File: src/rtl/pe_operand_collector.sv
// Operand collector ahead of the PE functional unit: one-entry A and B slots,
// B source selection (stream / constant / accumulator feedback) and a stall counter.
module pe_operand_collector #(
  parameter int N_BITS      = 32,
  parameter int STALL_CNT_W = 16
) (
  input  logic                   clk_i,
  input  logic                   rst_n_i,
  input  logic                   flush_i,
  input  logic [N_BITS-1:0]      a_i,
  input  logic                   a_valid_i,
  output logic                   a_ready_o,
  input  logic [N_BITS-1:0]      b_i,
  input  logic                   b_valid_i,
  output logic                   b_ready_o,
  input  logic                   b_sel_const_i,
  input  logic [N_BITS-1:0]      const_i,
  input  logic                   acc_loopback_i,
  input  logic [N_BITS-1:0]      fb_i,
  input  logic                   fu_ready_i,
  output logic [N_BITS-1:0]      a_o,
  output logic [N_BITS-1:0]      b_o,
  output logic                   ops_valid_o,
  output logic [STALL_CNT_W-1:0] stall_cnt_o
);

  // Handshake: a transfer happens on a rising edge where valid and ready are both
  // high. Upstream readies depend combinationally on fu_ready_i so a slot can be
  // drained and refilled in the same cycle; ops_valid_o never depends on *_valid_i.

  logic                   a_full_q, a_full_d;
  logic [N_BITS-1:0]      a_data_q, a_data_d;
  logic                   b_full_q, b_full_d;
  logic [N_BITS-1:0]      b_data_q, b_data_d;
  logic [N_BITS-1:0]      acc_q, acc_d;
  logic [STALL_CNT_W-1:0] stall_q, stall_d;

  logic b_avail;
  logic b_from_slot;
  logic fire;
  logic a_consume;
  logic b_consume;
  logic stall;

  always_comb begin
    b_from_slot = !b_sel_const_i && !acc_loopback_i;
    b_avail     = b_sel_const_i || acc_loopback_i || b_full_q;
    ops_valid_o = a_full_q && b_avail;
    fire        = ops_valid_o && fu_ready_i;
    stall       = ops_valid_o && !fu_ready_i;
    a_consume   = fire;
    b_consume   = fire && b_from_slot;
    a_ready_o   = !a_full_q || a_consume;
    b_ready_o   = !b_full_q || b_consume;
    a_o         = a_data_q;
    if (b_sel_const_i) begin
      b_o = const_i;
    end else if (acc_loopback_i) begin
      b_o = acc_q;
    end else begin
      b_o = b_data_q;
    end
    stall_cnt_o = stall_q;
  end

  always_comb begin
    a_full_d = a_full_q;
    a_data_d = a_data_q;
    b_full_d = b_full_q;
    b_data_d = b_data_q;
    acc_d    = acc_q;
    stall_d  = stall_q;
    if (flush_i) begin
      a_full_d = 1'b0;
      a_data_d = '0;
      b_full_d = 1'b0;
      b_data_d = '0;
      acc_d    = '0;
      stall_d  = '0;
    end else begin
      if (a_valid_i && a_ready_o) begin
        a_full_d = 1'b1;
        a_data_d = a_i;
      end else if (a_consume) begin
        a_full_d = 1'b0;
      end
      if (b_valid_i && b_ready_o) begin
        b_full_d = 1'b1;
        b_data_d = b_i;
      end else if (b_consume) begin
        b_full_d = 1'b0;
      end
      if (fire) begin
        acc_d = fb_i;
      end
      // Saturate rather than wrap so long DIV stalls never read as a small count.
      if (stall && (stall_q != {STALL_CNT_W{1'b1}})) begin
        stall_d = stall_q + 1'b1;
      end
    end
  end

  always_ff @(posedge clk_i or negedge rst_n_i) begin
    if (!rst_n_i) begin
      a_full_q <= 1'b0;
      a_data_q <= '0;
      b_full_q <= 1'b0;
      b_data_q <= '0;
      acc_q    <= '0;
      stall_q  <= '0;
    end else begin
      a_full_q <= a_full_d;
      a_data_q <= a_data_d;
      b_full_q <= b_full_d;
      b_data_q <= b_data_d;
      acc_q    <= acc_d;
      stall_q  <= stall_d;
    end
  end

endmodule

File: config.mk
export PLATFORM = sky130hd
export DESIGN_NAME = pe_operand_collector
export DESIGN_NICKNAME = d
export VERILOG_FILES = /design/src/rtl/pe_operand_collector.sv
export SDC_FILE = /design/constraint.sdc
export NUM_CORES = 1
export LEC_CHECK = 0
export CELL_PAD_IN_SITES_DETAIL_PLACEMENT = 1
export CELL_PAD_IN_SITES_GLOBAL_PLACEMENT = 1
export CORE_AREA = 2 2 128 130
export DETAILED_ROUTE_END_ITERATION = 10
export DIE_AREA = 0 0 130 132
export GPL_ROUTABILITY_DRIVEN = 1
export PLACE_DENSITY = 0.82
export SLEW_MARGIN = 10
export SYNTH_ARGS = -nofsm -noshare
export SYNTH_HDL_FRONTEND = slang
export SYNTH_SLANG_ARGS = --single-unit
File: constraint.sdc
create_clock -name clk_i -period 4.4 [get_ports clk_i]
set_input_delay 0.88 -clock clk_i [delete_from_list [all_inputs] [get_ports clk_i]]
set_output_delay 0.88 -clock clk_i [all_outputs]
set_load 0.03 [all_outputs]
After elaboration in Yosys (flattened, before gate mapping):

Index checks and enable logic that the tools add are counted.

* bits of input ports: 136
* word-level logic and storage cells: 47
* memory bits (read-only): 0
* bits in latches: 0
* RAM bits: 0
* memories: 0
* register bits after elaboration: 114

* magnitude comparators: 0
* equal/unequal tests: 1
* multiply operators: 0
* bitwise logic cells: 0
* add/subtract/negate cells: 1
* multiplexer cells: 16
* shift-type cells: 0
* div/mod/pow operators: 0
* reductions and logical operators: 23

Operators by type and width (number)
* 32-bit 2-to-1 mux: 8
* 16-bit 2-to-1 mux: 2
* 16-bit by 1-bit adder with 16-bit output (second input constant): 1
* 16-bit inequality test (second input constant): 1
* 1-bit logical AND: 8
* 2-bit nonzero test: 4
* 1-bit 2-to-1 mux: 6
* 3-bit nonzero test: 2
* 1-bit zero test: 5
* 1-bit logical OR: 4

Logic depth before layout (Yosys ltp):

* word-level depth: 9
* gate-level depth with buffers: 7
* mapped depth without buffers: 5

Worst setup path after synthesis:

Ideal clock, no wire load.

* kind: input -> output
* start: input port acc_loopback_i
* end: output port b_o[10]
* cell stages on the path: 4
* buffers on the path: 2
* path slack: 1.456 ns
* data required time: 3.520 ns
* data arrival time: 2.064 ns
* cells stage by stage: buf_4 > buf_2 > mux2i_1 > o21ai_0

* cells in the longest elaborated chain, start to end: 2

RTL lines
* start: declaration: line 18 `input logic acc_loopback_i,`
* 32-bit 2-to-1 mux: line 58 `end else if (acc_loopback_i) begin`
* 32-bit 2-to-1 mux: line 56 `if (b_sel_const_i) begin`
* end: declaration: line 22 `output logic [N_BITS-1:0] b_o,`

No other way between the ends.

Worst setup path in the final report:

* start: input port acc_loopback_i
* end: output port b_o[30]

Same word-level chain as after synthesis.

==> impl_metrics.yaml <==
route:
  firstDrtPassIters: 4
  vias_per_cell: 5.18
  antenna_left: 0
  vias: 4847
  drc_errors: 0
  first_iter_violations: 186
  wire_per_inst_um: 19.3
  wl_mm: 18.1
clock_tree:
  cts.repair.resized: 0
  cts_inserted_buffers: 17
  ctsRootBufferMaster: "clkbuf_16"
  cts_tree: "done"
  cts.path.max_buffers: 2
  post-cts-setup-buffers: 0
  clk_latency_ns: 0.42
  cts_sinks: 114
  htree_levels: 4
  ctsHoldBuffers: 0
  path_clk_slew_ns: 0.05
logic_synthesis:
  yosys.area.top_type: "dfrtp_1"
  synth_fp_nets: 645
  ys_ff_latch: 114
  synth_top_area_share_pct: 54.2
  synthTopCellsByArea: "dfrtp_1 (54%), a22o_1 (11%), nand2_1 (7.3%)"
  post-synth-top-count-cell: "dfrtp_1"
  synth_area_um2: 5260
  syn_area_per_cell_um2: 10.4
  synth_cell_types: 38
  async_flop_share_pct: 100
  yosysSeqAreaShare_pct: 54.2
  ys_warn_count: 0
  yosys-top-cells-count: "dfrtp_1 (114), nand2_1 (103), a22o_1 (64)"
  ys.flop_type: "dfrtp_1"
  synthCells: 508
  synth_edf_count: 0
job:
  max-cap-violations: 0
final_layout:
  final_util_pct: 52.0
  fillers: 1703
  drive_gt1_share_pct: 7.22
  diodes: 0
  nNetsFinal: 846
  finalNonFillerCells: 936
  multi_input_area_um2: 2230
  regArea_um2: 2850
  syn2layout_area_growth_pct: 55.1
power_and_ir_drop:
  power_mw: 2.96
  leakagePower_nw: 3.50
  power_density_nw_per_um2: 362
  ir_drop_v: 0.000249
worst_setup_path:
  startpoint_type: "input port"
  reg2reg_slack_ns: 2.02
  worst_r2r_endpoint: "stall_cnt_o[9]"
  critPathKind: "in -> out"
  r2r-start: "stall_cnt_o[0]"
  arrival_ns: 2.89
  reg2reg_depth: 5
  required_ns: 3.52
  end_kind: "output port"
  path_max_fanout: 35
min_path:
  hold_path_end: "b_data_q[9]"
  min_from: "b_data_q[9]"
  hold_class: "reg -> reg"
  whs_path_depth: 1
placement:
  hpwl_mm: 12.7
  port_buffers: 218
  gp_congestion: 0.797
  placed_cells: 906
timing:
  max_freq_mhz: 265
  relSlewSlack_pct: 22.8
  fin_skew_ns: 0.0130
  min_period_ns: 3.77
  tightest_slew_ns: 1.16
  rsz0062_at_grt: "false"
  slew_viol_final: 0
  final-hold-violation-count: 0
  period_share_pct: 85.7
  setup_viol: 0
  setup_tns_ns: 0
floorplanning:
  row_count: 46
  coreArea_um2: 15700
  initial_core_util_pct: 33.5
  die_area_um2: 17200
  die_w_um: 130
  top_level_ports: 219
  die_h_um: 132
grt:
  grt_pass1_vias: 5475
  grt.total_usage_pct: 21.6
  grt-ovfl-total: 0
  antenna_found_initial: 0
  grt_pass1_wl_mm: 28.8
  grt_max_degree: 60
status:
  status: "finished, final reports clean"
[critical path: stages]
cell and delay (ns):
buf_2 0.83, mux2i_1 0.19, o21ai_0 0.24, clkdlybuf4s50_1 0.73
[cells by family after synthesis]
kind of cell | after synthesis | synth area share (%)
mux | 41 | 8.15
simple gates | 158 | 14.1
fa+ha+maj | 1 | 0.238
flops | 114 | 54.2
compound gates | 149 | 19.5
buf+inv | 45 | 3.78
[per-stage QoR]
step / area, um^2 / setup WS [ns] / hold slack, ns
detailed placement: 7580 / 0.651 / 0.490
CTS: 8160 / 0.643 / 0.507
finish: 8160 / 0.630 / 0.503
global route: 8160 / 0.471 / 0.526
global placement: 7580 / 0.655 / 0.488
floorplan: 5260 / 1.46 / 0.472
[placed cells by master, fill, tap and decap left out, drive strengths merged, types with 2 or more instances in the layout]
cell           count
or4                4
o31ai              6
buf               10
clkbuf            20
inv                3
clkinvlp           4
nand2            103
mux2               9
dfrtp            114
clkdlybuf4s50    214
nor4              10
and3               4
a22o              64
mux2i             32
nor2              11
clkinv             4
a21oi             42
bufinv             2
nand4              6
o21ai             34
nand3              5
nor2b              9
[how the worst max path moves through the flow]
stage | from | endpoint | slack (ns)
global placement | acc_loopback_i | b_o[21] | 0.66
global route | acc_loopback_i | b_o[30] | 0.47
CTS | acc_loopback_i | b_o[21] | 0.64
finish | acc_loopback_i | b_o[30] | 0.63
detailed placement | acc_loopback_i | b_o[21] | 0.65
floorplan | acc_loopback_i | b_o[10] | 1.46
[layer usage]
| layer | global-route usage, % | share of wire [%] | up-vias |
|---|---|---|---|
| li1 | - | - | 2223 |
| met1 | 24.6 | 40 | 2411 |
| met2 | 36.7 | 49 | 184 |
| met3 | 8.36 | 8.5 | 29 |
| met4 | 7.59 | 1.9 | 0 |
| met5 | 0 | 0 | - |
[flip-flops by register name (all words and copies together) (netlist names)]
signal	flops
b_data_q	32
acc_q	32
a_o	32
a_full_q	1
b_full_q	1
stall_cnt_o	16
[final cells by class]
cell class | count | share of cell area (%)
inverter | 3 | 0.138
clock buffer | 20 | 5.72
timing repair buffer | 224 | 27.2
sequential | 114 | 34.9
multi-input combinational | 349 | 27.3
tap | 216 | 3.31
clock inverter | 10 | 1.35
[power by group]
part	leakage, nW	internal (mW)	switching [mW]
sequential	1.55	1.10	0.0326
clock	0.276	0.865	0.481
combinational	1.68	0.234	0.248
total	3.50	2.20	0.762
Note: power is estimated with default switching activity, not from simulation.
